**src/rtl/cache_fill_fsm_pkg.sv**
```systemverilog
// Shared definitions for the cache miss fill engine: state encoding, default
// block geometry and block-offset mask helper.
package cache_fill_fsm_pkg;

  typedef enum logic {
    IDLE = 1'b0,
    FILL = 1'b1
  } fill_state_t;

  localparam int unsigned DEF_BLK_WORDS = 8;

  // Mask of the byte-offset bits inside one block of blk_bytes bytes.
  function automatic int unsigned offset_mask(input int unsigned blk_bytes);
    return blk_bytes - 1;
  endfunction

endpackage

```
**src/rtl/cache_fill_fsm_counter.sv**
```systemverilog
// Word counter for the fill engine: enable, synchronous clear (priority over
// enable) and a terminal-count flag at the all-ones value.
module fill_counter #(
  parameter int unsigned WIDTH = 3
) (
  input  logic             clk,
  input  logic             rst_n,
  input  logic             en,
  input  logic             clr,
  output logic [WIDTH-1:0] count,
  output logic             tc
);

  always_ff @(posedge clk or negedge rst_n) begin
    if (!rst_n) begin
      count <= '0;
    end else if (clr) begin
      count <= '0;
    end else if (en) begin
      count <= count + WIDTH'(1);
    end
  end

  assign tc = (count == '1);

endmodule

```
**src/rtl/cache_fill_fsm.sv**
```systemverilog
// Miss-handling engine: on a cache miss it requests every word of the block
// from memory, streams returned words into the data array and writes the tag
// with the final word, holding fsm_busy for the whole fill.
module cache_fill_fsm
  import cache_fill_fsm_pkg::*;
#(
  parameter int unsigned AWIDTH    = 16,
  parameter int unsigned DWIDTH    = 16,
  parameter int unsigned BLK_WORDS = DEF_BLK_WORDS
) (
  input  logic                         clk,
  input  logic                         rst,
  input  logic                         miss_detected,
  input  logic [AWIDTH-1:0]            miss_address,
  output logic                         fsm_busy,
  output logic                         mem_req,
  output logic [AWIDTH-1:0]            mem_addr,
  input  logic                         mem_data_valid,
  output logic                         data_wr_en,
  output logic [$clog2(BLK_WORDS)-1:0] data_wr_word,
  output logic                         tag_wr_en,
  output logic                         fill_done
);

  localparam int unsigned CW         = $clog2(BLK_WORDS);
  localparam int unsigned WORD_BYTES = DWIDTH / 8;
  localparam logic [AWIDTH-1:0] OFFSET_MASK =
    AWIDTH'(offset_mask(WORD_BYTES * BLK_WORDS));

  fill_state_t       state;
  fill_state_t       state_next;
  logic              accept;
  logic              req_active;
  logic [AWIDTH-1:0] base;
  logic [CW-1:0]     req_cnt;
  logic [CW-1:0]     rsp_cnt;
  logic              req_tc;
  logic              rsp_tc;

  assign accept = (state == IDLE) && miss_detected;

  always_ff @(posedge clk or negedge rst) begin
    if (!rst) begin
      state <= IDLE;
    end else begin
      state <= state_next;
    end
  end

  // Request side runs on its own flag so responses may overlap the requests.
  always_ff @(posedge clk or negedge rst) begin
    if (!rst) begin
      base       <= '0;
      req_active <= 1'b0;
    end else if (accept) begin
      base       <= miss_address & ~OFFSET_MASK;
      req_active <= 1'b1;
    end else if (req_active && req_tc) begin
      req_active <= 1'b0;
    end
  end

  always_comb begin
    state_next = state;
    data_wr_en = 1'b0;
    tag_wr_en  = 1'b0;
    fill_done  = 1'b0;
    unique case (state)
      IDLE: begin
        if (miss_detected) state_next = FILL;
      end
      FILL: begin
        if (mem_data_valid) begin
          data_wr_en = 1'b1;
          if (rsp_tc) begin
            tag_wr_en  = 1'b1;
            fill_done  = 1'b1;
            state_next = IDLE;
          end
        end
      end
    endcase
  end

  fill_counter #(.WIDTH(CW)) u_req_cnt (
    .clk   (clk),
    .rst_n (rst),
    .en    (req_active),
    .clr   (accept),
    .count (req_cnt),
    .tc    (req_tc)
  );

  fill_counter #(.WIDTH(CW)) u_rsp_cnt (
    .clk   (clk),
    .rst_n (rst),
    .en    (data_wr_en),
    .clr   (accept),
    .count (rsp_cnt),
    .tc    (rsp_tc)
  );

  assign fsm_busy     = (state == FILL);
  assign mem_req      = req_active;
  assign mem_addr     = req_active ? base + (AWIDTH'(WORD_BYTES) * AWIDTH'(req_cnt)) : '0;
  assign data_wr_word = rsp_cnt;

endmodule

```
**config.mk**
```make
export PLATFORM = sky130hd
export DESIGN_NAME = cache_fill_fsm
export DESIGN_NICKNAME = d
export VERILOG_FILES = /design/src/rtl/cache_fill_fsm_pkg.sv /design/src/rtl/cache_fill_fsm_counter.sv /design/src/rtl/cache_fill_fsm.sv
export SDC_FILE = /design/constraint.sdc
export NUM_CORES = 1
export LEC_CHECK = 0
export CAP_MARGIN = 0
export CORE_AREA = 2 2 51 53
export CTS_CLUSTER_DIAMETER = 150
export DETAILED_ROUTE_END_ITERATION = 8
export DIE_AREA = 0 0 53 55
export GPL_TIMING_DRIVEN = 1
export PLACE_DENSITY = 0.84
export SYNTH_ARGS = -nofsm -noshare
export SYNTH_HDL_FRONTEND = slang
export SYNTH_SLANG_ARGS = --single-unit
```
**constraint.sdc**
```tcl
create_clock -name clk -period 3.6 [get_ports clk]
set_input_delay 0.36 -clock clk [delete_from_list [all_inputs] [get_ports clk]]
set_output_delay 0.36 -clock clk [all_outputs]
set_load 0.05 [all_outputs]
```
[Word-level counts from Yosys, hierarchy flattened]
Index checks and enable logic that the tools add are counted.
Storage, ports and cells
  output and inout bits: 24
  bits of input ports: 20
  word-level logic and storage cells: 32
  flip-flop bits (word level): 20
Cells by class
  reductions and logical operators: 5
  muxes and demuxes: 16
  add/subtract/negate cells: 3
  eq/ne operators: 2
  bitwise logic cells: 1
Operators with widths (number)
  $add A16 B4 Y16: 1
  $mux W16: 1
  $mux W3: 4
  $mux W1: 10
  $add A3 B1 Y3 const B: 2
  $eq A3 B3 Y1 const B: 2
  $reduce_bool A2 Y1: 3
  $logic_and A1 B1 Y1: 2
  $pmux W1 S2: 1
  $not A1 Y1: 1

[Longest topological paths before layout]
Gate-level depths: netlist (run 1).
  word-level depth: 4
  depth in mapped cells: 4
  depth with buffers taken out: 4

[Hierarchy]
Synthesis (run 1) repeated with hierarchy kept, for this count alone.
Second synthesis, totals
  cell total of the unflattened synthesis: 76
  area, all modules: 982.2 um^2
Modules (own cells, without submodules)
  cache_fill_fsm: area an instance 701.9 um^2, sequential area each 350.3 um^2, cells an instance 54, instances 1
  fill_counter: area an instance 140.1 um^2, sequential area each 75.1 um^2, cells an instance 11, instances 2

[Least setup slack after synthesis (run 1)]
No wires, ideal clock.
  path type: reg2out
  start: reg u_rsp_cnt.count[0]
  end: out tag_wr_en
  data required time: 3.240 ns
  arrival time: 1.620 ns
  slack: 1.620 ns
  path buffers: 1
  cell stages (with the launch flop): 5
  cell sequence: dfrtp_1 ha_1 ha_1 and3_2 buf_4
Between the ends
  longest elaborated chain between the ends: 4
RTL lines
  start, declared: RTL line cache_fill_fsm_counter.sv:10  | output logic [WIDTH-1:0] count,
  start signal, assigned: RTL line cache_fill_fsm_counter.sv:20  | count <= count + WIDTH'(1);
  $eq A3 B3 Y1: RTL line cache_fill_fsm_counter.sv:24  | assign tc = (count == '1);
  $mux W1 (3 in a row)
  end, declared: RTL line cache_fill_fsm.sv:21  | output logic tag_wr_en,
No other way between the ends.

[Final worst setup path (run 1)]
  start: reg u_rsp_cnt.count[0]
  end: out tag_wr_en
Between the ends
  longest elaborated chain between the ends: 4
RTL lines
  $eq A3 B3 Y1: RTL line cache_fill_fsm_counter.sv:24
  $mux W1: RTL line cache_fill_fsm.sv:75  | if (rsp_tc) begin
  $mux W1: RTL line cache_fill_fsm.sv:73  | if (mem_data_valid) begin
  $mux W1: RTL line cache_fill_fsm.sv:68  | unique case (state)
No other way between the ends.

==> impl_metrics.py, run 1 <==
metrics = {
    "run_status": {
        "status": "complete, no violations",
    },
    "timing": {
        "hold_viol_final": 0,
        "slew-limit-headroom": 0.4076,
        "timing.final.setup_violations": 0,
        "worst_slew_pin_tran_ns": 0.8858,
        "final-max-slew-violation-count": 0,
        "final.min_clock_period_ns": 2.434,
        "clock.fmax_ghz": 0.4108,
        "fin_setup_tns_ns": 0,
        "fin_crit_sh": 0.6761,
        "max_clock_skew_ns": 0.01300,
        "rsz_0062_raised_after_global_routing": "no",
    },
    "die": {
        "core.rowCount": 18,
        "die_height_um": 55,
        "num_io_pins": 44,
        "floorplan.initialDensity": 0.4228,
        "chipWidth_um": 53,
        "floorplan.core_area_um2": 2365,
        "fp.dieArea_um2": 2915,
    },
    "setup_path": {
        "criticalPathCategory": "flop to primary output",
        "setup.worst_path.start": "u_rsp_cnt.count[0]",
        "regToRegStartpoint": "fsm_busy",
        "endpoint": "tag_wr_en",
        "path_cells": "ha_1 -> ha_1 -> and3_2 -> clkdlybuf4s50_1",
        "cpMaxStageDelayCell": "clkdlybuf4s50_1",
        "critPathRequiredTime_ns": 3.24,
        "worst_setup_path_end_kind": "primary output",
        "critical_path_peak_fanout": 4,
        "critical_path.reg2reg.endpoint": "base[9]",
        "worst_path_largest_cell_delay_ns": 0.70,
        "regToRegSetupSlack_ns": 1.85,
        "reg2reg_depth": 2,
        "arrival_ns": 2.07,
        "crit_top_cell": "ha_1",
        "crit_path_start_kind": "flop",
    },
    "drt": {
        "drt.antenna.violating_nets": 0,
        "wl_met3_um": 136,
        "met1_length_um": 856,
        "drc_errors": 0,
        "wire_length_per_cell_after_detailed_routing_um": 13.52,
        "drt_pass1_iterations": 2,
        "detail_route.vias_per_cell": 4.783,
        "vias": 684,
        "top_layer": "met4",
        "detail_route.iter0.violations": 5,
        "met2_length_um": 908,
        "totalWireLength_um": 1933,
    },
    "power_and_ir_drop": {
        "power.density_cell_area_nw_per_um2": 992.7,
        "total_switching_power_uw": 616.4,
        "clockPowerShare": 0.130,
        "leakage_nw": 0.6224,
        "pwr-share-seq": 0.308,
        "ir_drop_mv": 0.6459,
        "cell_internal_pwr_uw": 788.3,
        "comb_power_share": 0.562,
        "switching_share": 0.4388,
    },
    "final_layout": {
        "drive_above_1_share": 0.1770,
        "design.final.nets": 138,
        "area.growth.synth_to_final_pct": 41.55,
        "finalNonFillerCells": 143,
        "final_core_util": 0.5984,
        "finish.instance_area_um2": 1415,
        "n_antenna_cell": 0,
    },
    "cts": {
        "clk_transition_reported_paths_ns": 0.12,
        "post_cts.resized_instances": 0,
        "worstSkewPairLatency_ns": 0.31,
        "post-cts-setup-buffer-count": 0,
        "cts_tree": "done",
        "cts_htree_levels": 1,
        "postCtsHoldBufs": 0,
        "cts.path.max_buffers": 2,
        "total_clock_buffers_created_by_cts": 3,
        "number_of_clock_sinks": 20,
        "cts-root-buf": "clkbuf_4",
    },
    "min_path": {
        "hp-start": "base[8]",
        "depth_of_the_worst_hold_timing_path": 1,
        "hold_path.class": "flop to flop",
    },
    "yosys": {
        "synth_cells": 77,
        "ys_seq_area_frac": 0.5006,
        "yosysWarningCount": 0,
        "post_synth.cell_area_avg_um2": 12.98,
        "synth_fp_nets": 101,
        "yosys_register_bits": 20,
        "ys_types": 20,
        "synthesis.area_um2": 999.7,
    },
    "placed_design": {
        "hpwlAfterDp_um": 1425,
        "placed_cell_area_um2": 1363,
        "port-buffer-count": 38,
        "place.gp.congestion": 0.6368,
        "place.detailed.instances": 139,
    },
    "flow_run": {
        "max_cap_violations": 0,
    },
    "global_route": {
        "grt_max_degree": 21,
        "grt_antenna_before_repair": 0,
        "number_of_global_route_vias_before_repair": 692,
        "groute.usage.overall": 0.1544,
        "grt_pass1_wl_um": 3146,
        "gr-total-overflow": 0,
    },
}
placed cells by master (no fill, tap or decap):
cell type | Yosys | routed
a21o_1 | 1 | 1
a22o_1 | 3 | 3
and2_1 | 16 | 16
and3_2 | 1 | 1
bufinv_16 | 0 | 1
clkbuf_4 | 0 | 3
clkdlybuf4s50_1 | 0 | 38
conb_1 | 1 | 1
dfrtp_1 | 20 | 20
ha_1 | 4 | 4
inv_1 | 1 | 1
mux2_2 | 8 | 8
mux2_4 | 6 | 6
mux2i_1 | 2 | 2
nor2_1 | 5 | 5
nor2b_2 | 1 | 1
xnor2_1 | 1 | 1
xor2_1 | 1 | 1
worst max-delay path, delay by kind of cell (launching register included):
family | cells | cell delay, ns
buffers and inverters | 1 | 0.70
adders and majority gates | 2 | 0.40
DFF | 1 | 0.44
and+or+nand+nor | 1 | 0.22
registers in the layout, summed over array words and instances (netlist names):
name and count:
fsm_busy 1, base 12, mem_req 1, u_req_cnt.count 3, u_rsp_cnt.count 3
stage by stage:
step                      total power, mW  hold slack [ns]  setup slack, ns
after floorplan                    0.9963          0.06441            1.620
after global placement              1.202           0.4821            1.291
after detailed placement            1.235           0.4881            1.281
after CTS                           1.423           0.5180            1.144
after global routing                1.496           0.5323            1.004
final                               1.405           0.5134            1.166
final cells by class:
cell class,count,area [um2]
Inverter,1,3.754
Multi-Input combinational cell,50,440.4
Fill cell,197,949.7
Sequential cell,20,500.5
Timing Repair Buffer,38,380.4
Clock buffer,3,22.52
Tap cell,30,37.54
Clock inverter,1,30.03
power by group through the flow:
stage / combinational, mW / sequential (mW) / clock, mW
after floorplan: 0.513 / 0.484 / 0
after global placement: 0.774 / 0.428 / 0
after detailed placement: 0.795 / 0.440 / 0
after CTS: 0.801 / 0.435 / 0.187
after global routing: 0.840 / 0.454 / 0.201
final: 0.789 / 0.432 / 0.183
Yosys cell counts:
cell	number	area, um2
and2_1	16	100.1
mux2_2	8	90.09
buf_4	2	15.01
inv_1	1	3.750
buf_12	1	20.02
buf_6	1	11.26
conb_1	1	3.750
clkbuf_1	1	3.750
dfrtp_1	20	500.5
a22o_1	3	26.28
buf_2	1	5.000
ha_1	4	50.05
nor2_1	5	18.77
mux2i_1	2	20.02
and3_2	1	7.510
xor2_1	1	8.760
nor2b_2	1	8.760
a21o_1	1	7.510
mux2_4	6	90.09
xnor2_1	1	8.760
cells by family after synthesis:
group                      share of synthesized area
muxes                                         0.2003
AOI/OAI and AO/OA                            0.03380
and+or+nand+nor                               0.1352
xor gates and xnor gates                     0.01753
DFF                                           0.5006
other                                       0.003751
adders and majority gates                    0.05006
buffers and inverters                        0.05881
worst min path at each step:
stage	to	slack, ns
2_1_floorplan	base[10]	0.06
6_report	base[8]	0.51
5_1_grt	base[15]	0.53
3_3_place_gp	base[7]	0.48
4_1_cts	base[8]	0.52
3_5_place_dp	base[11]	0.49
per-layer routing:
metal  up-vias  global-route usage
li1        324                   -
met1       327              0.1873
met2        30              0.2500
met3         3             0.04839
met4         0             0.07692
met5         -                   0
Note: power is estimated with default switching activity, not from simulation.
==> inputs of run 2 (changes only) <==
- CORE_AREA: 2 2 51 53 -> 2 2 53 55
- DIE_AREA: 0 0 53 55 -> 0 0 55 57
- PLACE_DENSITY: 0.84 -> 0.79
- clock period: 3.6 -> 2.5 ns (I/O delays scaled with it)
==> run 2 against run 1 <==
Sequential power is 43% higher. Register-to-register slack got worse by 0.81 ns. Routed wire length fell by 4.7%. Core utilization fell by 5.7 points. First-iteration DRC count fell by 40%. Die area up 7.5%. Highest routed layer unchanged. Largest power group unchanged. Combinational power is 43% higher. Sequential cell count unchanged. Clock power up 5%.
==> impl_metrics.py, run 2 (synthesized netlist as in run 1, its figures left out) <==
metrics = {
    "timing": {
        "timing.final.setup_violations": 0,
        "slew-limit-headroom": 0.6419,
        "hold_viol_final": 0,
        "max_clock_skew_ns": 0.009986,
        "rsz_0062_raised_after_global_routing": "no",
        "post-route-worst-setup-slack_ns": 0.1963,
        "final.min_clock_period_ns": 2.304,
        "fin_setup_tns_ns": 0,
        "fin_crit_sh": 0.9215,
        "final-max-slew-violation-count": 0,
        "clock.fmax_ghz": 0.4341,
        "worst_slew_pin_tran_ns": 0.5371,
    },
    "setup_path": {
        "criticalPathCategory": "flop to primary output",
        "crit_path_start_kind": "flop",
        "arrival_ns": 2.05,
        "regToRegSetupSlack_ns": 1.04,
        "reg2reg_depth": 4,
        "worst_setup_path_end_kind": "primary output",
        "critPathRequiredTime_ns": 2.25,
        "critical_path_peak_fanout": 4,
    },
    "global_route": {
        "gr-total-overflow": 0,
        "grt_most_used_layer": "met2",
        "use_met3": 0.05497,
        "grt_pass1_wl_um": 2973,
        "grt_antenna_before_repair": 0,
        "groute.layer.met1.usage": 0.1667,
        "groute.usage.overall": 0.1331,
        "grt_max_degree": 21,
        "globalRouteMet2Util": 0.1939,
        "number_of_global_route_vias_before_repair": 670,
    },
    "cts": {
        "cts.path.max_buffers": 2,
        "cts_htree_levels": 1,
        "cts-root-buf": "clkbuf_4",
        "total_clock_buffers_created_by_cts": 3,
        "number_of_clock_sinks": 20,
        "worstSkewPairLatency_ns": 0.31,
        "postCtsHoldBufs": 0,
        "post-cts-setup-buffer-count": 0,
        "post_cts.resized_instances": 0,
        "cts_tree": "done",
        "clk_transition_reported_paths_ns": 0.12,
    },
    "placed_design": {
        "port-buffer-count": 38,
        "place.gp.congestion": 0.6730,
        "dpl_worst_slack_ns": 0.4043,
        "hpwlAfterDp_um": 1300,
    },
    "die": {
        "core.rowCount": 19,
        "num_io_pins": 44,
        "floorplan.core_area_um2": 2615,
        "floorplan.initialDensity": 0.3823,
        "die_height_um": 57,
        "fp.dieArea_um2": 3135,
        "chipWidth_um": 55,
    },
    "drt": {
        "drt_pass1_iterations": 2,
        "detail_route.vias_per_cell": 4.733,
        "drt.antenna.violating_nets": 0,
        "vias": 691,
        "totalWireLength_um": 1842,
        "wire_length_per_cell_after_detailed_routing_um": 12.62,
        "detail_route.iter0.violations": 3,
        "drc_errors": 0,
    },
    "run_status": {
        "status": "complete, no violations",
    },
    "power_and_ir_drop": {
        "ir_drop_mv": 0.9044,
        "power.density_cell_area_nw_per_um2": 1370,
        "leakage_nw": 0.6256,
    },
    "final_layout": {
        "final_cell_mix": "clkdlybuf4s50_1 (38), dfrtp_1 (20), and2_1 (16)",
        "largest_registers": "base (12), u_req_cnt.count (3), u_rsp_cnt.count (3)",
        "num-fill-cells": 252,
        "design.final.nets": 140,
        "largest_register_by_flop_count": "base",
        "n_antenna_cell": 0,
        "drive_above_1_share": 0.1913,
        "flip_flop_count_of_the_largest_register_all_copies_and_words_added": 12,
        "mostFrequentLayoutCell": "clkdlybuf4s50_1",
        "area.growth.synth_to_final_pct": 41.55,
    },
    "min_path": {
        "hold_path.class": "input pin to async pin",
    },
    "flow_run": {
        "max_cap_violations": 0,
    },
}
## run 2: cell types whose count changed in the layout (fill, tap and decap cells not counted), sizes merged
cell / change
clkbuf: +1
bufinv: -1
buf: +2
## run 2: final timing paths
check                                   start                 end
min                                       rst             base[9]
max reg2reg                u_rsp_cnt.count[0]  u_rsp_cnt.count[2]
max                        u_rsp_cnt.count[0]           tag_wr_en
min in group clk                      base[8]             base[8]
min reg2reg                           base[8]             base[8]
max in group asynchronous                 rst            base[13]
## run 2: layout make-up
type                            count  area [um2]  area share
Sequential cell                    20       500.5      0.3537
Multi-Input combinational cell     50       440.4      0.3112
Timing Repair Buffer               40       395.4      0.2794
Tap cell                           31       38.79     0.02741
Clock buffer                        4       36.28     0.02564
Inverter                            1       3.754    0.002653
## run 2: metrics by stage
stage | power (mW) | utilization | hold WS [ns] | cells | instance area (um2)
5_1_grt | 2.061 | 0.5411 | 0.2730 | 146 | 1415
3_5_place_dp | 1.763 | 0.5273 | 0.4917 | 142 | 1379
3_3_place_gp | 1.739 | 0.5273 | 0.4812 | 142 | 1379
4_1_cts | 1.959 | 0.5411 | 0.2668 | 146 | 1415
2_1_floorplan | 1.435 | - | -0.04559 | 77 | 999.7
6_report | 1.939 | 0.5411 | 0.2633 | 146 | 1415
## run 2: where the power goes
part           switching, mW  total [mW]  internal [mW]
Sequential             0.135       0.618          0.483
Clock                  0.104       0.192         0.0889
Combinational          0.638        1.13          0.490
## run 2: critical path, cell delays in order (launching register included)
cell and delay, ns:
dfrtp_1 0.45, ha_1 0.22, ha_1 0.17, and3_2 0.22
clkdlybuf4s50_1 0.70
## run 2: per-layer routing
metal | wire length [um] | vias to the layer above
met1 | 785 | 332
met2 | 844 | 28
met4 | 29 | 0
met3 | 182 | 4
met5 | 0 | -
li1 | - | 327
==> inputs of run 3 (changes only) <==
- MAX_ROUTING_LAYER: unset -> met4
==> run 3 against run 2 <==
Clock power barely moved. Sequential cell count did not move. Routed wire length barely moved. Sequential power barely moved. Register-to-register slack barely moved. First-iteration DRC count did not move. Die area did not move. Hold slack got worse by 0.0013 ns. Combinational power barely moved. Via count did not move. Critical endpoint unchanged. Fmax barely moved. Design area did not move.
==> impl_metrics.py, run 3 (synthesized netlist as in run 1, its figures left out) <==
metrics = {
    "run_status": {
        "status": "complete, no violations",
    },
    "cts": {
        "post-cts-setup-buffer-count": 0,
        "clk_transition_reported_paths_ns": 0.12,
        "postCtsHoldBufs": 0,
        "worstSkewPairLatency_ns": 0.31,
        "cts_tree": "done",
        "total_clock_buffers_created_by_cts": 3,
        "cts_htree_levels": 1,
        "cts.path.max_buffers": 2,
        "post_cts.resized_instances": 0,
        "cts-root-buf": "clkbuf_4",
        "number_of_clock_sinks": 20,
    },
    "final_layout": {
        "flip_flop_count_of_the_largest_register_all_copies_and_words_added": 12,
        "num-fill-cells": 252,
        "area.growth.synth_to_final_pct": 41.55,
        "n_antenna_cell": 0,
        "largest_registers": "base (12), u_req_cnt.count (3), u_rsp_cnt.count (3)",
        "drive_above_1_share": 0.1913,
        "largest_register_by_flop_count": "base",
        "final_core_util": 0.5411,
        "mostFrequentLayoutCell": "clkdlybuf4s50_1",
        "design.final.nets": 140,
        "final_cell_mix": "clkdlybuf4s50_1 (38), dfrtp_1 (20), and2_1 (16)",
    },
    "setup_path": {
        "critical_path.reg2reg.endpoint": "u_rsp_cnt.count[2]",
        "path_delay_family": "buffers and inverters",
        "worst_setup_path_end_kind": "primary output",
        "critical_path_peak_fanout": 4,
        "arrival_ns": 2.05,
        "crit_path_start_kind": "flop",
        "cpMaxStageDelayCell": "clkdlybuf4s50_1",
        "regToRegSetupSlack_ns": 1.04,
        "number_of_buffers_and_inverters_on_the_critical_path": 1,
        "worst_path_largest_cell_delay_ns": 0.70,
        "reg2reg_depth": 4,
        "path_cells": "ha_1 -> ha_1 -> and3_2 -> clkdlybuf4s50_1",
        "criticalPathCategory": "flop to primary output",
        "critPathRequiredTime_ns": 2.25,
        "regToRegStartpoint": "u_rsp_cnt.count[0]",
        "crit_top_cell": "ha_1",
    },
    "global_route": {
        "grt_max_degree": 21,
        "number_of_global_route_vias_before_repair": 669,
        "grt_antenna_before_repair": 0,
        "groute.usage.overall": 0.1370,
        "gr-total-overflow": 0,
        "grt_pass1_wl_um": 2980,
    },
    "power_and_ir_drop": {
        "pwr-share-seq": 0.319,
        "power.density_cell_area_nw_per_um2": 1371,
        "leakage_nw": 0.6256,
        "cell_internal_pwr_mw": 1.062,
        "totalPowerFinal_mw": 1.940,
        "ir_drop_mv": 0.9043,
        "switching_share": 0.4526,
        "comb_power_share": 0.582,
        "total_switching_power_uw": 878.0,
        "clockPowerShare": 0.100,
    },
    "drt": {
        "drc_errors": 0,
        "drt_pass1_iterations": 2,
        "wire_length_per_cell_after_detailed_routing_um": 12.61,
        "vias": 691,
        "detail_route.iter0.violations": 3,
        "drt.antenna.violating_nets": 0,
        "totalWireLength_um": 1841,
        "detail_route.vias_per_cell": 4.733,
    },
    "placed_design": {
        "place.gp.congestion": 0.6795,
        "hpwlAfterDp_um": 1300,
        "port-buffer-count": 38,
    },
    "die": {
        "floorplan.core_area_um2": 2615,
        "core.rowCount": 19,
        "floorplan.initialDensity": 0.3823,
        "die_height_um": 57,
        "chipWidth_um": 55,
        "fp.dieArea_um2": 3135,
        "num_io_pins": 44,
    },
    "timing": {
        "max_clock_skew_ns": 0.01109,
        "final-max-slew-violation-count": 0,
        "timing.hold.ws_ns": 0.2621,
        "final.min_clock_period_ns": 2.303,
        "clock.fmax_ghz": 0.4341,
        "slew-limit-headroom": 0.6396,
        "hold_viol_final": 0,
        "timing.final.setup_violations": 0,
        "fin_setup_tns_ns": 0,
        "worst_slew_pin_tran_ns": 0.5406,
        "rsz_0062_raised_after_global_routing": "no",
        "fin_crit_sh": 0.9214,
    },
    "min_path": {
        "hold_path.class": "input pin to async pin",
    },
    "flow_run": {
        "max_cap_violations": 0,
    },
}
[run 3: cell counts in the layout (fill, tap and decap cells not counted)]
No cell type changed its count.
[run 3: power by group through the flow]
stage	clock (mW)	combinational (mW)	sequential, mW
after floorplan	0	0.738	0.696
after global placement	0	1.12	0.617
after detailed placement	0	1.14	0.627
after CTS	0.197	1.14	0.621
after global routing	0.210	1.21	0.643
final	0.193	1.13	0.618
[run 3: area by class of cell]
| type | instances | area, um2 | area share |
|---|---|---|---|
| clock buffer | 4 | 36.28 | 0.02564 |
| inverter | 1 | 3.754 | 0.002653 |
| multi-input combinational | 50 | 440.4 | 0.3112 |
| sequential | 20 | 500.5 | 0.3537 |
| tap | 31 | 38.79 | 0.02741 |
| timing repair buffer | 40 | 395.4 | 0.2794 |
[run 3: layer usage]
layer / wire length, um / track usage / vias up
li1: - / - / 328
met5: 0 / - / -
met1: 822 / 0.1753 / 331
met2: 841 / 0.1939 / 28
met3: 146 / 0.04188 / 4
met4: 29 / 0.06969 / 0
[run 3: worst max-delay path by stage]
stage                  startpoint     endpoint  slack, ns  cells past startpoint
5_1_grt                   mem_req  mem_addr[2]       0.09                      2
2_1_floorplan  u_rsp_cnt.count[0]    tag_wr_en       0.63                      4
4_1_cts        u_rsp_cnt.count[0]    fill_done       0.18                      4
3_5_place_dp       mem_data_valid    fill_done       0.40                      3
3_3_place_gp       mem_data_valid    fill_done       0.42                      3
6_report       u_rsp_cnt.count[0]    tag_wr_en       0.20                      4
[run 3: worst reg2reg max path: cells and delay by family (launching register included)]
kind	cells	cell delay, ns
flip-flops	1	0.45
adder cells (fa/ha/maj)	2	0.48
multiplexers	1	0.26
AO/OA/AOI/OAI	1	0.17
[run 3: metrics by stage]
stage               area [um2]  cells  setup WS, ns
CTS                       1415    146        0.1839
floorplan                999.7     77        0.6304
global placement          1379    142        0.4164
detailed placement        1379    142        0.4043
global route              1415    146       0.08755
finish                    1415    146        0.1965
